File: src/rtl/mips_ctrl_pkg.sv
// Shared types and encodings for the multicycle MIPS control unit:
// state enum, opcode/funct values, ALU and mux select codes.
package mips_ctrl_pkg;

  typedef enum logic [4:0] {
    S_RESET     = 5'd0,
    S_FETCH     = 5'd1,
    S_DECODE    = 5'd2,
    S_EXEC_R    = 5'd3,
    S_WB_R      = 5'd4,
    S_EXEC_I    = 5'd5,
    S_WB_I      = 5'd6,
    S_MEM_ADDR  = 5'd7,
    S_MEM_READ  = 5'd8,
    S_MEM_WRITE = 5'd9,
    S_WB_LOAD   = 5'd10,
    S_BRANCH    = 5'd11,
    S_JUMP      = 5'd12,
    S_ILLEGAL   = 5'd13,
    S_EXC_EPC   = 5'd14,
    S_EXC_VEC   = 5'd15
  } state_t;

  localparam logic [5:0] OP_RTYPE = 6'h00;
  localparam logic [5:0] OP_ADDI  = 6'h08;
  localparam logic [5:0] OP_LW    = 6'h23;
  localparam logic [5:0] OP_SW    = 6'h2B;
  localparam logic [5:0] OP_BEQ   = 6'h04;
  localparam logic [5:0] OP_BNE   = 6'h05;
  localparam logic [5:0] OP_J     = 6'h02;

  localparam logic [5:0] FN_ADD = 6'h20;
  localparam logic [5:0] FN_SUB = 6'h22;
  localparam logic [5:0] FN_AND = 6'h24;
  localparam logic [5:0] FN_XOR = 6'h26;

  localparam logic [2:0] ALU_ADD = 3'b001;
  localparam logic [2:0] ALU_SUB = 3'b010;
  localparam logic [2:0] ALU_AND = 3'b011;
  localparam logic [2:0] ALU_XOR = 3'b110;
  localparam logic [2:0] ALU_CMP = 3'b111;

  localparam logic [1:0] PCS_ALU    = 2'b00;
  localparam logic [1:0] PCS_ALUOUT = 2'b01;
  localparam logic [1:0] PCS_JUMP   = 2'b10;

  localparam logic [1:0] SRCB_B      = 2'b00;
  localparam logic [1:0] SRCB_FOUR   = 2'b01;
  localparam logic [1:0] SRCB_IMM    = 2'b10;
  localparam logic [1:0] SRCB_IMM_SH = 2'b11;

  typedef struct packed {
    logic       pc_write_cond;
    logic       iord;
    logic       wr;
    logic       mem_to_reg;
    logic       reg_dst;
    logic       reg_write;
    logic       alu_src_a;
    logic [1:0] alu_src_b;
    logic [2:0] alu_sel;
    logic [1:0] pc_source;
    logic       pc_load;
    logic       ir_load;
    logic       a_load;
    logic       b_load;
    logic       mdr_load;
    logic       aluout_load;
    logic       rst;
  } ctrl_t;

  function automatic logic funct_ok(input logic [5:0] fn);
    return (fn == FN_ADD) || (fn == FN_SUB) || (fn == FN_AND) || (fn == FN_XOR);
  endfunction

  function automatic logic [2:0] funct_alu(input logic [5:0] fn);
    case (fn)
      FN_SUB:  return ALU_SUB;
      FN_AND:  return ALU_AND;
      FN_XOR:  return ALU_XOR;
      default: return ALU_ADD;
    endcase
  endfunction

endpackage

File: src/rtl/mem_wait_counter.sv
// Down-counter that stretches FETCH and MEM_READ over W+1 cycles.
// Loaded with W on state entry; o_zero marks the final cycle.
module mem_wait_counter #(
  parameter int W = 1
) (
  input  logic i_clk,
  input  logic i_rst,
  input  logic i_load,
  input  logic i_dec,
  output logic o_zero,
  output logic o_one
);

  logic [2:0] r_cnt;

  always_ff @(posedge i_clk) begin
    if (i_rst)                        r_cnt <= '0;
    else if (i_load)                  r_cnt <= 3'(W);
    else if (i_dec && r_cnt != 3'd0)  r_cnt <= r_cnt - 3'd1;
  end

  assign o_zero = (r_cnt == 3'd0);
  assign o_one  = (r_cnt == 3'd1);

endmodule

File: src/rtl/mips_multicycle_ctrl.sv
// Moore control FSM for the multicycle MIPS datapath.
// Optional exception path (EPC/Cause, overflow trap) enabled by CTRL_EXC_EN.
module mips_multicycle_ctrl
  import mips_ctrl_pkg::*;
#(
  parameter int         MEM_WAIT_CYCLES = 1,
  parameter logic [1:0] EXC_VECTOR_SEL  = 2'b11
) (
  input  logic       Clk,
  input  logic       reset,
  input  logic [5:0] Opcode,
  input  logic [5:0] Funct,
  input  logic       ALU_zero,
  input  logic       ALU_overflow,
  input  logic       ALU_neg,
  input  logic       ALU_eq,
  input  logic       ALU_gt,
  input  logic       ALU_lt,
  output logic       PCWrite,
  output logic       PCWriteCond,
  output logic       IorD,
  output logic       wr,
  output logic       MemtoReg,
  output logic       RegDst,
  output logic       RegWrite,
  output logic       ALUSrcA,
  output logic [1:0] ALUSrcB,
  output logic [2:0] ALU_sel,
  output logic [1:0] PCSource,
  output logic       PC_load,
  output logic       IR_load,
  output logic       A_load,
  output logic       B_load,
  output logic       MDR_load,
  output logic       ALUOut_load,
  output logic       RegReset,
  output logic       PC_reset,
  output logic       IR_reset,
  output logic       A_reset,
  output logic       B_reset,
  output logic       MDR_reset,
  output logic       ALUOut_reset,
`ifdef CTRL_EXC_EN
  output logic       EPC_load,
  output logic       Cause,
`endif
  output logic [4:0] State
);

  state_t r_state, w_nxt;
  ctrl_t  r_ctrl;
  logic   r_bne;
  logic   w_load, w_dec, w_zero, w_one, w_nxt_last, w_pc_load;
  logic   w_unused;

`ifdef CTRL_EXC_EN
  logic r_epc_load, r_cause;
  assign w_unused = ^{ALU_zero, ALU_neg, ALU_gt, ALU_lt};
`else
  assign w_unused = ^{ALU_zero, ALU_overflow, ALU_neg, ALU_gt, ALU_lt};
`endif

  mem_wait_counter #(.W(MEM_WAIT_CYCLES)) u_wait (
    .i_clk  (Clk),
    .i_rst  (reset),
    .i_load (w_load),
    .i_dec  (w_dec),
    .o_zero (w_zero),
    .o_one  (w_one)
  );

  function automatic ctrl_t decode(input state_t s, input logic last, input logic [5:0] fn);
    ctrl_t c;
    c = '0;
    case (s)
      S_RESET:   c.rst = 1'b1;
      S_FETCH: begin
        c.alu_src_b = SRCB_FOUR;
        c.alu_sel   = ALU_ADD;
        c.pc_source = PCS_ALU;
        c.ir_load   = last;
        c.pc_load   = last;
      end
      S_DECODE: begin
        c.a_load      = 1'b1;
        c.b_load      = 1'b1;
        c.alu_src_b   = SRCB_IMM_SH;
        c.alu_sel     = ALU_ADD;
        c.aluout_load = 1'b1;
      end
      S_EXEC_R: begin
        c.alu_src_a   = 1'b1;
        c.alu_src_b   = SRCB_B;
        c.alu_sel     = funct_alu(fn);
        c.aluout_load = 1'b1;
      end
      S_EXEC_I, S_MEM_ADDR: begin
        c.alu_src_a   = 1'b1;
        c.alu_src_b   = SRCB_IMM;
        c.alu_sel     = ALU_ADD;
        c.aluout_load = 1'b1;
      end
      S_WB_R: begin
        c.reg_dst   = 1'b1;
        c.reg_write = 1'b1;
      end
      S_WB_I:    c.reg_write = 1'b1;
      S_MEM_READ: begin
        c.iord     = 1'b1;
        c.mdr_load = last;
      end
      S_WB_LOAD: begin
        c.mem_to_reg = 1'b1;
        c.reg_write  = 1'b1;
      end
      S_MEM_WRITE: begin
        c.iord = 1'b1;
        c.wr   = 1'b1;
      end
      S_BRANCH: begin
        c.alu_src_a     = 1'b1;
        c.alu_src_b     = SRCB_B;
        c.alu_sel       = ALU_CMP;
        c.pc_source     = PCS_ALUOUT;
        c.pc_write_cond = 1'b1;
      end
      S_JUMP: begin
        c.pc_source = PCS_JUMP;
        c.pc_load   = 1'b1;
      end
      S_EXC_EPC: begin
        c.alu_src_b = SRCB_FOUR;
        c.alu_sel   = ALU_SUB;
      end
      S_EXC_VEC: begin
        c.pc_source = EXC_VECTOR_SEL;
        c.pc_load   = 1'b1;
      end
      default: ;
    endcase
    return c;
  endfunction

  always_comb begin
    w_nxt = r_state;
    case (r_state)
      S_RESET:  w_nxt = S_FETCH;
      S_FETCH:  if (w_zero) w_nxt = S_DECODE;
      S_DECODE: begin
        case (Opcode)
          OP_RTYPE:     w_nxt = funct_ok(Funct) ? S_EXEC_R : S_ILLEGAL;
          OP_ADDI:      w_nxt = S_EXEC_I;
          OP_LW, OP_SW: w_nxt = S_MEM_ADDR;
          OP_BEQ, OP_BNE: w_nxt = S_BRANCH;
          OP_J:         w_nxt = S_JUMP;
          default:      w_nxt = S_ILLEGAL;
        endcase
      end
`ifdef CTRL_EXC_EN
      S_EXEC_R:  w_nxt = (ALU_overflow && (Funct == FN_ADD || Funct == FN_SUB)) ? S_EXC_EPC : S_WB_R;
      S_EXEC_I:  w_nxt = (ALU_overflow && Opcode == OP_ADDI) ? S_EXC_EPC : S_WB_I;
      S_ILLEGAL: w_nxt = S_EXC_EPC;
`else
      S_EXEC_R:  w_nxt = S_WB_R;
      S_EXEC_I:  w_nxt = S_WB_I;
      S_ILLEGAL: w_nxt = S_FETCH;
`endif
      S_MEM_ADDR: w_nxt = (Opcode == OP_LW) ? S_MEM_READ : S_MEM_WRITE;
      S_MEM_READ: if (w_zero) w_nxt = S_WB_LOAD;
      S_EXC_EPC:  w_nxt = S_EXC_VEC;
      default:    w_nxt = S_FETCH;
    endcase
    // Outputs are registered, so the final wait cycle is predicted one cycle ahead.
    w_load     = (w_nxt == S_FETCH || w_nxt == S_MEM_READ) && (w_nxt != r_state);
    w_dec      = (r_state == S_FETCH || r_state == S_MEM_READ) && !w_zero;
    w_nxt_last = w_load ? (MEM_WAIT_CYCLES == 0) : (w_dec && w_one);
  end

  always_ff @(posedge Clk) begin
    if (reset) begin
      r_state <= S_RESET;
      r_ctrl  <= decode(S_RESET, 1'b0, Funct);
      r_bne   <= 1'b0;
`ifdef CTRL_EXC_EN
      r_epc_load <= 1'b0;
      r_cause    <= 1'b0;
`endif
    end else begin
      r_state <= w_nxt;
      r_ctrl  <= decode(w_nxt, w_nxt_last, Funct);
      r_bne   <= (Opcode == OP_BNE);
`ifdef CTRL_EXC_EN
      r_epc_load <= (w_nxt == S_EXC_EPC);
      r_cause    <= (w_nxt == S_EXC_EPC) && (r_state != S_ILLEGAL);
`endif
    end
  end

  // The branch decision needs this cycle's compare result, so it bypasses the register.
  assign w_pc_load = r_ctrl.pc_load | (r_ctrl.pc_write_cond & (ALU_eq ^ r_bne));

  assign PCWrite      = w_pc_load;
  assign PC_load      = w_pc_load;
  assign PCWriteCond  = r_ctrl.pc_write_cond;
  assign IorD         = r_ctrl.iord;
  assign wr           = r_ctrl.wr;
  assign MemtoReg     = r_ctrl.mem_to_reg;
  assign RegDst       = r_ctrl.reg_dst;
  assign RegWrite     = r_ctrl.reg_write;
  assign ALUSrcA      = r_ctrl.alu_src_a;
  assign ALUSrcB      = r_ctrl.alu_src_b;
  assign ALU_sel      = r_ctrl.alu_sel;
  assign PCSource     = r_ctrl.pc_source;
  assign IR_load      = r_ctrl.ir_load;
  assign A_load       = r_ctrl.a_load;
  assign B_load       = r_ctrl.b_load;
  assign MDR_load     = r_ctrl.mdr_load;
  assign ALUOut_load  = r_ctrl.aluout_load;
  assign RegReset     = r_ctrl.rst;
  assign PC_reset     = r_ctrl.rst;
  assign IR_reset     = r_ctrl.rst;
  assign A_reset      = r_ctrl.rst;
  assign B_reset      = r_ctrl.rst;
  assign MDR_reset    = r_ctrl.rst;
  assign ALUOut_reset = r_ctrl.rst;
  assign State        = r_state;
`ifdef CTRL_EXC_EN
  assign EPC_load     = r_epc_load;
  assign Cause        = r_cause;
`endif

endmodule

File: config.mk
export PLATFORM = sky130hd
export DESIGN_NAME = mips_multicycle_ctrl
export DESIGN_NICKNAME = d
export VERILOG_FILES = /design/src/rtl/mips_ctrl_pkg.sv /design/src/rtl/mem_wait_counter.sv /design/src/rtl/mips_multicycle_ctrl.sv
export SDC_FILE = /design/constraint.sdc
export NUM_CORES = 1
export LEC_CHECK = 0
export ABC_CLOCK_PERIOD_IN_PS = 3050
export CAP_MARGIN = 20
export CORE_MARGIN = 1
export CORE_UTILIZATION = 45
export CTS_CLUSTER_SIZE = 30
export DETAILED_ROUTE_END_ITERATION = 10
export PLACE_DENSITY = 0.8
export SLEW_MARGIN = 10
export SYNTH_ARGS = -nofsm -noshare
export SYNTH_HDL_FRONTEND = slang
export SYNTH_SLANG_ARGS = --single-unit
File: constraint.sdc
create_clock -name Clk -period 3.05 [get_ports Clk]
set_input_delay 0.7625 -clock Clk [delete_from_list [all_inputs] [get_ports Clk]]
set_output_delay 0.7625 -clock Clk [all_outputs]
set_load 0.02 [all_outputs]
### Word-level counts from Yosys, hierarchy flattened

Index checks and enable logic that the tools add are counted.

* add/sub/neg operators: 1
* $mul: 0
* div/mod/pow operators: 0
* magnitude comparators: 0
* equal/unequal tests: 33
* shift-type cells: 0
* mux-type cells: 23
* bitwise logic cells: 5
* reductions and logical operators: 26

Operators with widths (number)
* $eq A5 B4 Y1 const B: 9
* $eq A6 B6 Y1 const B: 6
* $pmux W5 S7: 1
* $eq A5 B3 Y1 const B: 6
* $pmux W5 S6: 1
* $eq A5 B2 Y1 const B: 4
* $pmux W4 S5: 1
* $reduce_or A2 Y1: 8
* $mux W1: 13
* $eq A6 B3 Y1 const B: 2
* $eq A5 B1 Y1 const B: 2
* $mux W5: 2
* $pmux W3 S3: 1
* $reduce_or A4 Y1: 2
* $eq A6 B2 Y1 const B: 1
* $eq A6 B4 Y1 const B: 1
* $logic_not A6 Y1: 1
* $pmux W2 S3: 1
* $logic_not A5 Y1: 1
* $logic_or A1 B1 Y1: 5
* $ne A5 B5 Y1: 1
* $logic_and A1 B1 Y1: 4
* $mux W4: 1
* $eq A3 B1 Y1 const B: 1
* other kinds (12): 13

* bits in registers: 30
* bits in latches: 0
* memory bits (writable): 0
* ROM bits: 0
* input port bits: 20
* output and inout bits: 33
* word-level logic and storage cells: 109
* memories: 0

### Logic depth before layout (Yosys ltp)

Gate-level depths: netlist (run 1).

* word-level depth: 12
* gate-level depth with buffers: 9
* mapped depth without buffers: 9

### By module

Synthesis (run 1) repeated with hierarchy kept, for this count alone.

* cell total of the unflattened synthesis: 172
* area, all modules: 1636.6 um^2

By module, submodules not included
* mips_multicycle_ctrl: instances 1, cells each 151, area an instance 1427.6 um^2, seq. area each 520.5 um^2
* mem_wait_counter: instances 1, cells each 21, area an instance 209.0 um^2, seq. area each 60.1 um^2

### Worst setup path before layout (run 1)

OpenSTA, ideal clock, no wires.

* path type: input port to flip-flop
* from: in Opcode[5]
* to: reg u_wait.r_cnt[0]
* library setup time: 0.060 ns
* data arrival time: 2.684 ns
* data required time: 2.990 ns
* setup slack: 0.306 ns
* stages: 6
* path buffers: 0
* cells stage by stage: or4_4 > or3_4 > a221oi_4 > nand2_4 > nor4_4 > o221a_1

* word-level cells in the longest chain between the ends: 8
* elaborated cells on any way between the ends: 19
* those cells by class: 9 x eq/ne; 4 x mux; 6 x reduce/logical

Ends and longest elaborated chain
* from (decl): RTL line mips_multicycle_ctrl.sv:11 `input logic [5:0] Opcode,`
* $eq A6 B3 Y1 (tied with other cells): RTL line mips_multicycle_ctrl.sv:150 `case (Opcode)`
* $reduce_or A2 Y1: RTL line mips_multicycle_ctrl.sv:150
* $pmux W4 S5: RTL line mips_multicycle_ctrl.sv:150
* $pmux W5 S7 (*): RTL line mips_multicycle_ctrl.sv:146 `case (r_state)`
* $eq A5 B1 Y1 / $eq A5 B4 Y1 (equally long branches): RTL line mips_multicycle_ctrl.sv:174 `w_load = (w_nxt == S_FETCH || w_nxt == S_MEM_READ) && (w_nxt != r_state);`
* $logic_or A1 B1 Y1: RTL line mips_multicycle_ctrl.sv:174
* $logic_and A1 B1 Y1 (*): RTL line mips_multicycle_ctrl.sv:174
* $mux W1 / $reduce_bool A2 Y1 (equally long branches)
* to (signal assigned): RTL line mem_wait_counter.sv:18 `else if (i_load) r_cnt <= 3'(W);`
* to (signal assigned): RTL line mem_wait_counter.sv:19 `else if (i_dec && r_cnt != 3'd0) r_cnt <= r_cnt - 3'd1;`
* to (decl): RTL line mem_wait_counter.sv:14 `logic [2:0] r_cnt;`

Every way passes the cells marked *; elsewhere a longest branch is shown, timed or not.
A chain may end at the register's enable or synchronous reset.

### Final worst setup path (run 1)

* from: in Opcode[5]
* to: reg r_ctrl, in the netlist ALU_sel[0]

* word-level cells in the longest chain between the ends: 7
* elaborated cells on any way between the ends: 21
* those cells by class: 13 x eq/ne; 4 x mux; 4 x reduce/logical

Ends and longest elaborated chain
* $eq A6 B3 Y1 (tied with other cells): RTL line mips_multicycle_ctrl.sv:150
* $reduce_or A2 Y1: RTL line mips_multicycle_ctrl.sv:150
* $pmux W4 S5: RTL line mips_multicycle_ctrl.sv:150
* $pmux W5 S7 (*): RTL line mips_multicycle_ctrl.sv:146
* $eq A5 B3 Y1: RTL line mips_multicycle_ctrl.sv:75 `case (s)`
* $reduce_or A2 Y1: RTL line mips_multicycle_ctrl.sv:75
* $pmux W5 S6 (*): RTL line mips_multicycle_ctrl.sv:75
* to (signal assigned): RTL line mips_multicycle_ctrl.sv:182 `r_ctrl <= decode(S_RESET, 1'b0, Funct);`
* to (signal assigned): RTL line mips_multicycle_ctrl.sv:190 `r_ctrl <= decode(w_nxt, w_nxt_last, Funct);`
* to (decl): RTL line mips_multicycle_ctrl.sv:51 `ctrl_t r_ctrl;`

Marked as above.

==> run summary, run 1 <==
The synthesized design devotes to its leading area cell type 38.3% of total area. In this run the cell area of the synthesized design comes to 0.00152 sq mm. Data on the critical path is required at its endpoint by 3250 ps. The global route total overflow was 0.

The H-tree generated during clock tree synthesis spans 2 levels. For the initial antenna violation count, the log shows 0. After clock tree synthesis, the clock-pin slew on the worst setup and hold paths is 100 ps. The worst hold margin is 496 ps, and the number of buffers between clock root and the deepest sink is 2. The number of antenna diodes in the final layout is 0. The floorplan step defined a core boundary enclosing 0.00313 sq mm. Average detailed-routed wire length per instance: 13.8 microns. The share of power burned in combinational logic was 21.2%. In this run, post-CTS hold repair placed 0 buffers.

For this run, the post-layout net count is 249. The first global-routing pass estimated 6180 microns of wire. The leakage power figure came out at 0.000816 uW.

The critical path is of the input port to register type. The post-route netlist has 18.5% of its cells at a drive strength greater than 1. The clock latency on the worst-skew pair is 330 ps, and the sink count of the clock tree is 29. The top cell types in the final layout, fill and taps aside, are clkdlybuf4s50_1 (47), dfxtp_1 (29), buf_4 (23). The library cell used most frequently in the layout, excluding fill and tap cells, is clkdlybuf4s50_1. After synthesis, the share of flip-flops with an asynchronous set or reset is 0%. The worst hold-check path type was register to register. The routed wire length came out at 3730 microns. The count of pins over their slew limit is 0. In this run the power density over the cells is 370 mW/mm^2. Buffers placed on the I/O ports in this run total 47. The tools report the via count of the first global-routing pass as 1418. Registers are responsible for 50.5% of the overall power. The largest total area in the synthesized netlist belongs to dfxtp_1. STA classifies the critical path endpoint as a register. The count of nets left with antenna violations once routing finished came out at 0.

Counting the fill cells in the layout gives 257. The flow ran to the end, and the final reports show no timing, DRC or antenna violations. Cells fill 68.6% of the core in the end. Width of the chip: 60.0 microns. The die covers 0.00360 sq mm. The synthesis-stage register bit count is 29. Relative to the synthesized area, the layout overhead comes to 41.5%.

Counting flops with a built-in enable in the synthesized netlist gives 0. The tools report the type of element launching the critical path as an input port. Setup repair after global routing left no endpoint under its margin. Sorting the synthesized cells by area gives the leading types as dfxtp_1 (38%), buf_4 (7.4%), nor2_1 (3.5%), nor3_1 (3.3%), a211oi_1 (3.0%).

The via density per instance came out at 5.37. Total count of hold-check failures in the final report: 0. In this run, CTS created clock tree buffers numbering 5. From bottom edge to top edge, the die measures 60.0 microns. Timing analysis after detailed placement gives a worst setup slack of -211 ps. TritonCTS built the clock tree. Detailed placement finished with a half-perimeter wire length of 2850 microns. The via count of the routed design is 1456. Setup violations remaining at the end of the flow were counted as 0. After layout, the worst path uses 96.1% of the clock period. The internal power of the cells totals 561 uW. The net switching power is 232 uW. In the synthesized netlist, the number of instances is 171. Placement row count: 20. The smallest clock period supported by the final layout is computed as 2930 ps. The post-CTS setup repair buffer count came out at 0.

The net switching fraction of the power is 29.3%. The initial utilization of the core area, before any placement, comes to 48.4%. A synthesized cell averages 8.86 sq um. The number of iterations in the first detailed-routing pass is 4. Counting every net in the synthesized netlist gives 194.

The tool flagged a number of max-cap violations equal to 0. STA puts the critical path data arrival time at 3140 ps. The tools report the count of warnings emitted by yosys as 0.

Sequential cells were found to cover 38.3% of the synthesized design area. Global routing usage summed across all routing layers: 23.1%. The global placer's final weighted congestion was 0.810; the largest fanout on the critical path was 4. The run gives 28.4% as the clock network fraction of total power.

The most common flop cell mapped by yosys was dfxtp_1. Gates resized during post-CTS repair numbered 0. Final setup skew: 6.49 ps.

Across all setup checks in the final design, the least slack found is 118 ps. Pin placement for this block handled 53 I/O pins. Synthesis instantiated 50 different standard cells from the library. For this run, design rule violations remaining after detail routing come to 0. The number of violations reported at the end of detailed-routing iteration 0 is 34.

The buffer type at the clock tree root was clkbuf_4. The logs give 0.266 mV for the worst-case vdd ir drop and 341 MHz for the maximum clock frequency. Entering global routing, the biggest net connects 14 pins.

Sum of negative setup slack: 0 ps.
## path summary, 6_finish.rpt
path / startpoint / end / slack [ps] / cells after the start
max: Opcode[5] / ALU_sel[0] / 120 / 7
min reg2reg: u_wait.r_cnt[1] / u_wait.r_cnt[1] / 500 / 2
min: u_wait.r_cnt[1] / u_wait.r_cnt[1] / 500 / 2
max reg2reg: u_wait.r_cnt[0] / u_wait.r_cnt[0] / 760 / 11
## routing by layer
metal / GRT usage [%] / routed length (microns)
met5: 0 / 0
met1: 26.1 / 1540
met2: 40.6 / 1910
met4: 10.6 / 37
met3: 5.41 / 245
## synth_stat cells (4+ instances only)
cell      number
dfxtp_1       29
nor2_1        14
buf_4         15
nand2b_1       4
clkbuf_1       7
nand2_1        9
nor3_1        10
inv_1          6
a211oi_1       6
nor4_1         5
a21oi_1        6
nand3_1        6
## power groups by stage
stage	clock, uW	sequential [uW]	combinational [uW]
floorplan	0	411	86.4
global placement	0	408	160
detailed placement	0	409	166
CTS	228	400	167
global route	246	402	181
finish	225	400	168
## stage by stage
stage	cell area, sq um	std cells	total power [uW]
2_1_floorplan	1520	171	498
3_3_place_gp	2090	263	568
3_5_place_dp	2090	263	575
4_1_cts	2140	271	795
5_1_grt	2140	271	830
6_report	2140	271	793
## layout make-up
class                   count  area (sq um)  share of cell area, %
flip-flops and latches     29           581                   27.1
repair buffers             71           663                   30.9
clock inverters             3          17.5                  0.817
clock buffers               5          37.5                   1.75
inverters                   6          22.5                   1.05
multi-input cells         113           768                   35.8
well taps                  44          55.1                   2.57
## registers in the layout (all words and copies together) (netlist names), 2 cells and up
signal and flops:
ALUSrcB 2, ALU_sel 3, PCSource 2, State 5, u_wait.r_cnt 3
## logic make-up after synthesis
kind of cell,synth area share [%]
simple gates,28.8
compound gates,17.9
flops,38.3
buf+inv,11.0
fa+ha+maj,2.48
other cells,0.247
xor+xnor,0.578
mux,0.661
## critical path, stage by stage
cell,delay (ps)
clkdlybuf4s50_1,450
or4_4,560
or3_4,360
a221oi_4,350
nand3b_1,160
nor4_1,50
a2111oi_1,440
No activity file was read; power rests on OpenSTA's default activity.
==> run 2, diff against run 1 <==
--- a/config.mk
+++ b/config.mk
@@ -5,14 +5,16 @@
 export SDC_FILE = /design/constraint.sdc
 export NUM_CORES = 1
 export LEC_CHECK = 0
-export ABC_CLOCK_PERIOD_IN_PS = 3050
+export ABC_CLOCK_PERIOD_IN_PS = 3600
 export CAP_MARGIN = 20
 export CORE_MARGIN = 1
-export CORE_UTILIZATION = 45
+export CORE_UTILIZATION = 51
+export CTS_BUF_LIST = sky130_fd_sc_hd__clkbuf_4
 export CTS_CLUSTER_SIZE = 30
 export DETAILED_ROUTE_END_ITERATION = 10
-export PLACE_DENSITY = 0.8
+export PLACE_DENSITY = 0.87
 export SLEW_MARGIN = 10
 export SYNTH_ARGS = -nofsm -noshare
 export SYNTH_HDL_FRONTEND = slang
+export SYNTH_HIERARCHICAL = 1
 export SYNTH_SLANG_ARGS = --single-unit
==> constraint.sdc (replaced) <==
create_clock -name Clk -period 3.6 [get_ports Clk]
set_input_delay 0.9 -clock Clk [delete_from_list [all_inputs] [get_ports Clk]]
set_output_delay 0.9 -clock Clk [all_outputs]
set_load 0.02 [all_outputs]
==> run 2 against run 1 <==
Sequential cell count stayed put. Synthesized area grew 8.0%. Clock skew is 3.7 ps higher. Critical endpoint is now PC_load. Highest routed layer unchanged.
==> run summary, run 2 <==
At the worst endpoint, the arrival time is 2270 ps. Critical path capture point type: an output port. STA puts the critical path data required time at 2700 ps.

The routed design has 3390 microns of wire. By count the netlist is led by dfxtp_1 (29), buf_4 (15), nand2_1 (13). By startpoint and endpoint, the worst setup path is classified as input port to output port. Sorting the synthesized cells by area gives the leading types as dfxtp_1 (35%), buf_4 (6.9%), nor3_1 (3.4%), clkbuf_8 (3.4%), nand2_1 (3.0%).

The synthesized design contains 29 register bits. The tools report the clock network fraction of total power as 34.6%. Share of power burned in combinational logic: 20.7%. Buffers placed on the I/O ports in this run total 47. TritonCTS built the clock tree.

The netlist uses 61 different library cells. Top cell type by total area after synthesis: dfxtp_1. Height of the chip: 58.6 microns. The worst setup path is launched from an input port.

The number of clock buffers added by TritonCTS is 5. The run gives 0.000774 uW as the leakage power figure. dfxtp_1 is the most common cell in the netlist. For this run, the number of Yosys warnings is 6. Via count of the first global-routing pass: 1252. The clock arrives with 10.1 ps of skew. The portion of synthesized cell area occupied by the leading cell type works out to 35.5%. The total count of hold-check failures in the final report was 0; the number of violations reported at the end of detailed-routing iteration 0 was 38.

At the later pin of the worst-skew pair, clock insertion delay measures 330 ps. After synthesis the cells add up to 0.00164 sq mm. The tools report the via count of the routed design as 1386. The largest fanout on the critical path works out to 2. The register with the most flip-flops in the layout has 5 of them. The run gives 5 as the number of iterations in the first detailed-routing pass.

For the final routed database, the setup TNS stands at 0 ps. Averaged over all synthesized cells, the footprint is 9.51 sq um. The run gives 0.00344 sq mm as the area enclosed by the die boundary.

The root buffer cell chosen for the clock tree is clkbuf_4. After the last flow step, the layout net total stands at 230. The number of buffers added to fix hold violations after cts is 0. The run finished with clean final reports. The sequential fraction of the synthesis area is 35.5%, and the wire length of the first global-routing pass is 5470 microns. The total I/O pin count is 53, and the design internal power is 559 uW.

The global routing usage summed across all routing layers is 21.4%. The path class of the tightest hold or removal check is register to register. Once detailed placement completed, the half-perimeter wirelength came to 2570 microns. Post-CTS timing repair inserted 0 buffers for setup. The fraction of final layout cells sized beyond drive strength 1 came out at 14.4%. The clock drives 29 sinks. The synthesis-to-layout area growth is 26.5%. For the number of nets produced by synthesis, the log shows 195. For the post-route total power, the log shows 767 uW. After filler insertion, the fill cell instance count of the layout stands at 260. Net switching is 27.2% of the power. Worst-case vdd ir drop: 0.220 mV. In the synthesized netlist the dominant register cell turns out to be dfxtp_1.

The sequential cell fraction of total power was 44.7%. The H-tree depth is 2, and the number of nets with antenna violations after detailed routing is 0. The initial utilization of the core area, before any placement, comes to 53.6%. The via density per instance came out at 5.50.

The floorplan step defined a core boundary enclosing 0.00305 sq mm. Clock-pin slew was measured on the worst setup and hold paths at 90 ps. The post-layout minimum cycle time is 3170 ps.

Setup violations remaining at the end of the flow were counted as 0. The post-cts gate resize count is 0, and the placement row count is 20. Of the available clock period, the critical path in the final layout requires 88.0%.

The run gives 2 as the number of buffers between clock root and the deepest sink. The floorplan step set the die width to 58.6 microns. For this design the ratio of total power to cell area is 371 mW/mm^2. In the final routed layout, each cell accounts on average for 13.4 microns. Measured against its own limit, the worst slew margin works out to 65.1%. For the pin with the worst max-slew slack, the measured transition is 523 ps. The global placer's final weighted congestion was 0.834; the initial antenna violation count was 0. The count of pins over their slew limit came out at 0. The top cell types in the final layout, fill and taps aside, are clkdlybuf4s50_1 (47), dfxtp_1 (29), nand2_1 (13). In this run, synthesis inferred 0 flip-flops with an integrated enable.

The tool flagged a number of max-cap violations equal to 0. Entering global routing, the biggest net connects 19 pins. Of all flip-flops after synthesis, the portion carrying an async set or reset was 0%. Global routing finished with a remaining overflow of 0.

Setup repair after global routing left no endpoint under its margin. For this run, the top clock speed supported by timing is 315 MHz. Net switching power: 208 uW.

The number of antenna diodes was 0. The library cell used most frequently in the layout, excluding fill and tap cells, is clkdlybuf4s50_1. For the post-synthesis cell count, the log shows 172. For this run, design rule violations remaining after detail routing come to 0.
[run 2: changes by cell type after synthesis, sizes merged, moves of 3 or more]
cell,change
nand2,+5
a211oi,-4
nand3,-4
a2111oi,-3
nor3,+3
a21boi,+3
[run 2: final cells by class]
| class | count | area [sq um] | area share [%] |
|---|---|---|---|
| clock buffer | 6 | 45.0 | 2.18 |
| clock inverter | 2 | 33.8 | 1.63 |
| inverter | 7 | 26.3 | 1.27 |
| multi-input combinational | 114 | 836 | 40.4 |
| sequential | 29 | 581 | 28.1 |
| tap | 44 | 55.1 | 2.66 |
| timing repair buffer | 50 | 493 | 23.8 |
[run 2: per-stage QoR]
| step | cells | utilization [%] | hold slack (ps) | setup WS, ps | instance area [sq um] |
|---|---|---|---|---|---|
| detailed placement | 244 | 65.2 | 554 | 311 | 1990 |
| global placement | 244 | 65.2 | 536 | 402 | 1990 |
| finish | 252 | 67.8 | 556 | 430 | 2070 |
| CTS | 252 | 67.8 | 568 | 422 | 2070 |
| floorplan | 172 | - | 525 | 914 | 1640 |
| global route | 252 | 67.8 | 585 | 367 | 2070 |
[run 2: routing by layer]
layer	GRT usage, %	up-vias	routed length (microns)
li1	-	674	-
met1	24.0	640	1410
met2	37.9	66	1660
met3	6.37	6	263
met4	8.84	0	50
met5	0	-	0
[run 2: path summary, 6_finish.rpt]
check        cells past startpoint  slack, ps            start         endpoint
max                              4        430           ALU_eq          PC_load
min                              2        560  u_wait/r_cnt[1]  u_wait/r_cnt[1]
max reg2reg                     12       1140  u_wait/r_cnt[0]  u_wait/r_cnt[0]
min reg2reg                      2        560  u_wait/r_cnt[1]  u_wait/r_cnt[1]
[run 2: kinds of logic after synthesis]
logic type | count (synthesis) | share of synthesized area [%]
other | 1 | 0.229
adders and majority gates | 3 | 2.29
AOI/OAI and AO/OA | 33 | 17.1
DFF | 29 | 35.5
and+or+nand+nor | 71 | 28.1
muxes | 3 | 1.83
xor gates and xnor gates | 3 | 1.61
buffers and inverters | 29 | 13.5
[run 2: worst max-delay path, stage by stage]
cell             delay [ps]
clkdlybuf4s50_1         470
xor2_1                  140
a21o_1                  150
clkdlybuf4s50_1         610
[run 2: power by group through the flow]
stage	clock network, uW	registers (uW)	logic [uW]
after floorplan	0	352	105
after detailed placement	0	350	157
after global routing	283	345	172
after global placement	0	349	152
final	265	343	159
after CTS	271	343	157
